$ cat src/rtl/seq_hold_checker_sat_cnt.sv
// Saturating up-counter with increment enable and synchronous active-low reset.
module sat_cnt #(
   parameter int W = 8
) (
   input  logic         clk,
   input  logic         rst,
   input  logic         en,
   output logic [W-1:0] q
);

   always_ff @(posedge clk) begin
      if (!rst)                 q <= '0;
      else if (en && q != '1)   q <= q + 1'b1;
   end

endmodule

$ cat config.mk
export PLATFORM = sky130hd
export DESIGN_NAME = sat_cnt
export DESIGN_NICKNAME = d
export VERILOG_FILES = /design/src/rtl/seq_hold_checker_sat_cnt.sv
export SDC_FILE = /design/constraint.sdc
export NUM_CORES = 1
export LEC_CHECK = 0
export ABC_AREA = 0
export CAP_MARGIN = 10
export CORE_AREA = 3 3 40 42
export DETAILED_ROUTE_END_ITERATION = 16
export DIE_AREA = 0 0 43 45
export REMOVE_ABC_BUFFERS = 1
export SYNTH_ARGS = -nofsm -noshare
export SYNTH_HDL_FRONTEND = slang
export SYNTH_SLANG_ARGS = --single-unit
$ cat constraint.sdc
create_clock -name clk -period 3 [get_ports clk]
set_input_delay 0.3 -clock clk [delete_from_list [all_inputs] [get_ports clk]]
set_output_delay 0.3 -clock clk [all_outputs]
set_load 0.05 [all_outputs]
; ---- Word level (Yosys, flattened, before mapping)
; Cells that the tools add are included.
[word_totals]
wordCells = 4
input_bits = 3
ff_bits = 8
[classes]
n_addsub = 1
eq_ne = 1
n_reduce_logical = 1
[op_table]
columns = operator, n
row1 = $add 8x1->8 const B, 1
row2 = $ne 8x8->1 const B, 1
row3 = $logic_and 1x1->1, 1

; ---- Logic depth before layout (Yosys ltp)
; Gate-level depths: netlist of the first run.
[logic_depth]
depth_word = 2
ltp_mapped = 4
depth_no_buf = 4

; ---- Worst setup path after synthesis of the first run
; OpenSTA, ideal clock, no wires.
[synth_timing]
path_type = register -> register
from = reg q[0]
to = reg q[6]
setup_slack_ns = 1.234
arrival_time_ns = 1.651
stages_incl_launch_ff = 5
path_cell_list = dfxtp_1 ha_1 nand3_1 or4_1 and3_1
[synth_via]
elab_chain_cells = 2
[synth_rtl]
columns = element, line
row1 = from (decl), 8  ; output logic [W-1:0] q
row2 = from (signal assigned), 13  ; else if (en && q != '1) q <= q + 1'b1;
row3 = branches (longest 2 deep; another with $add 8x1->8), n/a
; Several ways; the timed one is not identified.
; A chain may end at the register's enable or synchronous reset.

; ---- Final worst setup path of the first run
[layout_timing]
from = reg q[3]
to = out q[3]
; No word-level cell between the ends.

==> out/metrics.cfg, run 1 <==
[route]
drc=0
post_drt_via_cell_ratio=5.365
dr.pass1.iters=3
wl_um=897
avgRoutedWirePerCell_um=12.12
vias=397
drtIter0Drc=4
ant_nets=0

[logic_synthesis]
synth_cell_types=22
netlist_area_um2=404.1
ys_seq_elements=8
synth.top_cells.by_area=dfxtp_1 (40%), a21oi_1 (6.2%), nand2_1 (5.6%)
ys_warn_count=0
ys_seq_area_frac=0.3963
synth_top_area_cell=dfxtp_1
synth_top_area_frac=0.3963
synthCells=47
syn_area_per_cell_um2=8.599

[clock_tree]
clk_latency_ns=0.26
cts_setup_buffers=0
clkSlewWorstSetupHoldPaths_ns=0.06
clockRootBuffer=clkbuf_4
cts_max_path_buffers=2
cts.sinks=8
cts_buffers=3
cts_tree=done
postCtsHoldBufs=0
cts_resized=0
cts-htree-levels=1

[worst_hold_path]
worstHoldPathCells=2
hold_end=q[1]
hold_path.class=reg2reg
hold_start=q[1]

[finish]
top_regs=q: 8 flops
multi_input_comb_area_um2=231.5
largest_reg_flops=8
fin_nets=65
final-seq-area_um2=160.2
regMostFlops=q
drive_above_1_share=0.08475
antenna_cells=0
nFillCells=134
area_growth_pct=33.75
fin_cells=74

[sta]
rsz0062_at_grt=false
hold-worst-slack_ns=0.5094
period_share=0.6260
relSlewSlack=0.6712
finClkSkew_ns=0.002391
slew_viol_final=0
hold_viol_final=0
worstMarginPinSlew_ns=0.4917
tns_ns=0
worst_slack_ns=1.122
setup_viol=0
fmax_mhz=532.4
min_period_ns=1.878

[place]
hpwlAfterDp_um=643.8
gp_congestion=0.7580
io_buffers=10
dp.cells=71
dpl_worst_slack_ns=1.319

[critical_path]
max_stage_delay_ns=0.86
worstPathRequired_ns=2.70
worstPathMaxFanout=8
path_delay_family=buffers and inverters
reg2reg_to=q[6]
worstSetupPathType=reg2out
cp.arrival_ns=1.58
r2r_slack_ns=1.52
critical_path_buf_inv_count=1
timing.rr.start=q[0]
cp-end-kind=primary output
r2r_cells=4
crit_chain=clkdlybuf4s50_1
startpoint_type=flip-flop
crit_slowest_cell=clkdlybuf4s50_1

[grt]
grt_pass1_vias=322
grt_pass1_wl_mm=1.511
grt.total_usage=0.1112
antenna_found_initial=0
grt_max_degree=9
grt_remaining_overflow=0

[floorplanning]
io_pins=11
initial_utilization=0.3145
die_x_um=43
num_rows=13
coreArea_um2=1285
die_area_um2=1935
fp.dieH_um=45

[power]
p_leak_nw=0.1958
power_per_cell_area_nw_per_um2=415.5
total_power_mw=0.2246
worst_ir_drop_vdd_mv=0.2785

[job]
drv_cap=0

[status]
outcome=complete, no violations

worst max-delay path by stage:
stage	end	cells past startpoint	start	slack, ns
after floorplan	q[6]	4	q[0]	1.23
after global placement	q[6]	4	en	1.35
after global routing	q[3]	1	q[3]	1.06
after CTS	q[3]	1	q[3]	1.13
final	q[3]	1	q[3]	1.12
after detailed placement	q[6]	4	en	1.32
synthesized netlist by cell type, drive strengths merged:
cell / number
ha: 1
a311oi: 1
nand2b: 1
and4: 2
nand2: 6
nand4: 2
o21bai: 2
a31oi: 1
a211oi: 2
a21oi: 5
or4: 1
buf: 1
nand3: 2
nor3: 3
a21boi: 2
dfxtp: 8
inv: 2
o21ai: 1
mux2i: 2
and3: 2
per-stage QoR:
stage	instance area, um^2	util
finish	540.5	0.4206
global route	540.5	0.4206
CTS	540.5	0.4206
detailed placement	518.0	0.4031
global placement	518.0	0.4031
floorplan	399.1	-
kinds of logic after synthesis:
group	Yosys count	share of synthesized area
compound gates	14	0.2322
simple gates	19	0.2601
fa+ha+maj	1	0.03095
buf+inv	3	0.03095
flops	8	0.3963
mux	2	0.04954
routing by layer:
| layer | vias to the layer above | global-route usage | wire length (um) |
|---|---|---|---|
| li1 | 203 | - | - |
| met3 | 4 | 0.03984 | 54 |
| met1 | 179 | 0.1463 | 447 |
| met2 | 11 | 0.1347 | 366 |
| met4 | 0 | 0.1084 | 28 |
| met5 | - | 0 | 0 |
cells in the final DEF, fill, tap and decap left out, drive strengths merged:
cell and count:
nand2b 1, mux2i 2, and4 2, a211oi 2, or4 1, and3 2, nand4 2, ha 1
nand2 6, nand3 2, a21boi 2, a31oi 1, o21bai 2, dfxtp 8, inv 2, o21ai 1
clkdlybuf4s50 10, a311oi 1, a21oi 5, clkbuf 3, nor3 3
power breakdown:
group,internal (mW),switching (mW)
sequential,0.109,0.00362
clock,0.0459,0.0384
combinational,0.0107,0.0169
area by class of cell:
type                            instances  share of cell area
Tap cell                               15             0.03472
Inverter                                2             0.01389
Clock buffer                            3             0.04167
Sequential cell                         8              0.2963
Timing Repair Buffer                   10              0.1852
Multi-Input combinational cell         36              0.4282
Power figures use the tool's default switching activity.
==> run 2, diff against run 1 <==
==> constraint.sdc (replaced) <==
create_clock -name clk -period 1.7 [get_ports clk]
set_input_delay 0.17 -clock clk [delete_from_list [all_inputs] [get_ports clk]]
set_output_delay 0.17 -clock clk [all_outputs]
set_load 0.05 [all_outputs]
==> out/metrics.cfg, run 2 (synthesis gave the netlist of run 1 again) <==
[critical_path]
max_stage_delay_ns=0.40  ; -0.46 ns
cp.arrival_ns=1.63  ; +0.05 ns
cp-end-kind=flip-flop
critical_path_buf_inv_count=0  ; -1
worstPathRequired_ns=1.85  ; -0.85 ns
startpoint_type=flip-flop
worstPathMaxFanout=5  ; -3
crit_slowest_cell=dfxtp_1
crit_chain=ha_1 -> nand3_1 -> or4_1 -> and3_1
path_delay_family=simple AND/OR/NAND/NOR gates
worstSetupPathType=reg2reg

[sta]
finClkSkew_ns=0.001115  ; -0.001276 ns
worst_slack_ns=0.2156  ; -0.9063 ns
worstMarginPinSlew_ns=0.2526  ; -0.2391 ns
rsz0062_at_grt=false
hold-worst-slack_ns=0.5308  ; +0.02143 ns
period_share=0.8732
setup_viol=0  ; unchanged
relSlewSlack=0.8313  ; +0.1602
slew_viol_final=0  ; unchanged
min_period_ns=1.484
hold_viol_final=0  ; unchanged
fmax_mhz=673.7

[grt]
grt.total_usage=0.1102  ; -0.001020
antenna_found_initial=0  ; unchanged
grt_remaining_overflow=0  ; unchanged
grt_pass1_vias=363  ; +13%
grt_pass1_wl_mm=1.566  ; +3.6%
grt_max_degree=9  ; unchanged

[route]
avgRoutedWirePerCell_um=12.75  ; +5.2%
vias=414  ; +4.3%
post_drt_via_cell_ratio=5.377  ; +0.22%
ant_nets=0  ; unchanged
wl_um=982  ; +9.5%
drtIter0Drc=6  ; +2
dr.pass1.iters=4  ; +1
drc=0  ; unchanged

[finish]
largest_reg_flops=8  ; unchanged
multi_input_comb_area_um2=231.5  ; unchanged
top_regs=q: 8 flops
fin_nets=68  ; +4.6%
layout_common_cells=buf_4 (11), dfxtp_1 (8), nand2_1 (6)
regMostFlops=q
drive_above_1_share=0.2581  ; +0.1733
final-seq-area_um2=160.2  ; unchanged
fin_util=0.4226  ; +0.001947
antenna_cells=0  ; unchanged
layout_commonest_cell=buf_4
nFillCells=133  ; -0.75%
area_growth_pct=34.37

[floorplanning]
io_pins=11  ; unchanged
num_rows=13  ; unchanged
die_x_um=43  ; unchanged
coreArea_um2=1285  ; unchanged
initial_utilization=0.3145  ; unchanged
fp.dieH_um=45  ; unchanged
die_area_um2=1935  ; unchanged

[clock_tree]
cts_resized=0  ; unchanged
postCtsHoldBufs=0  ; unchanged
cts_tree=done
cts.sinks=8  ; unchanged
clk_latency_ns=0.25  ; about the same
cts_max_path_buffers=2  ; unchanged
clockRootBuffer=clkbuf_4
cts-htree-levels=1  ; unchanged
cts_buffers=3  ; unchanged
cts_setup_buffers=0  ; unchanged
clkSlewWorstSetupHoldPaths_ns=0.05  ; about the same

[status]
outcome=complete, no violations

[place]
dpl_worst_slack_ns=0.2309  ; -1.088 ns
io_buffers=10  ; unchanged
gp_congestion=0.7588  ; +0.11%

[power]
p_leak_nw=0.2263  ; +16%
power_per_cell_area_nw_per_um2=736.7  ; +77%
worst_ir_drop_vdd_mv=0.4343  ; +56%

[job]
drv_cap=0  ; unchanged

[worst_hold_path]
hold_path.class=reg2reg

-- run 2: cell count changes in the layout (fill, tap and decap cells not counted) --
| cell | delta |
|---|---|
| buf_4 | +11 |
| clkdlybuf4s50_1 | -8 |
-- run 2: tightest hold or removal path, stage by stage (launching register included) --
cell,delay [ns]
dfxtp_1,0.35
nand2_1,0.07
mux2i_1,0.06
-- run 2: layout make-up --
class / instances / area share
Clock buffer: 3 / 0.04147
Inverter: 2 / 0.01382
Multi-Input combinational cell: 36 / 0.4263
Sequential cell: 8 / 0.2949
Tap cell: 15 / 0.03456
Timing Repair Buffer: 13 / 0.1889
-- run 2: final timing paths --
kind,slack (ns),end,depth (start not counted),from
min reg2reg,0.53,q[1],2,q[1]
max reg2reg,0.22,q[6],4,q[1]
min,0.53,q[1],2,q[1]
max,0.22,q[6],4,q[1]
-- run 2: per-layer routing --
metal / GRT usage / share of wire / up-vias
met1: 0.1408 / 0.48 / 186
met2: 0.1557 / 0.42 / 18
met4: 0.01807 / 0 / 0
met3: 0.07570 / 0.092 / 0
met5: 0 / 0 / -
li1: - / - / 210
-- run 2: report_power, final --
group	leakage, nW	internal, mW	total (mW)	switching (mW)
registers	0.0648	0.192	0.197	0.00479
logic	0.148	0.0229	0.0562	0.0334
clock network	0.0138	0.0809	0.147	0.0657
total	0.226	0.296	0.400	0.104
-- run 2: stage by stage --
stage	TNS, ns	instances	area, um^2	total power [mW]
finish	0	77	543.0	0.4000
global route	0	77	543.0	0.4244
CTS	0	77	543.0	0.4088
detailed placement	0	74	520.5	0.2575
global placement	0	74	520.5	0.2576
floorplan	-0.06648	46	399.1	0.2313
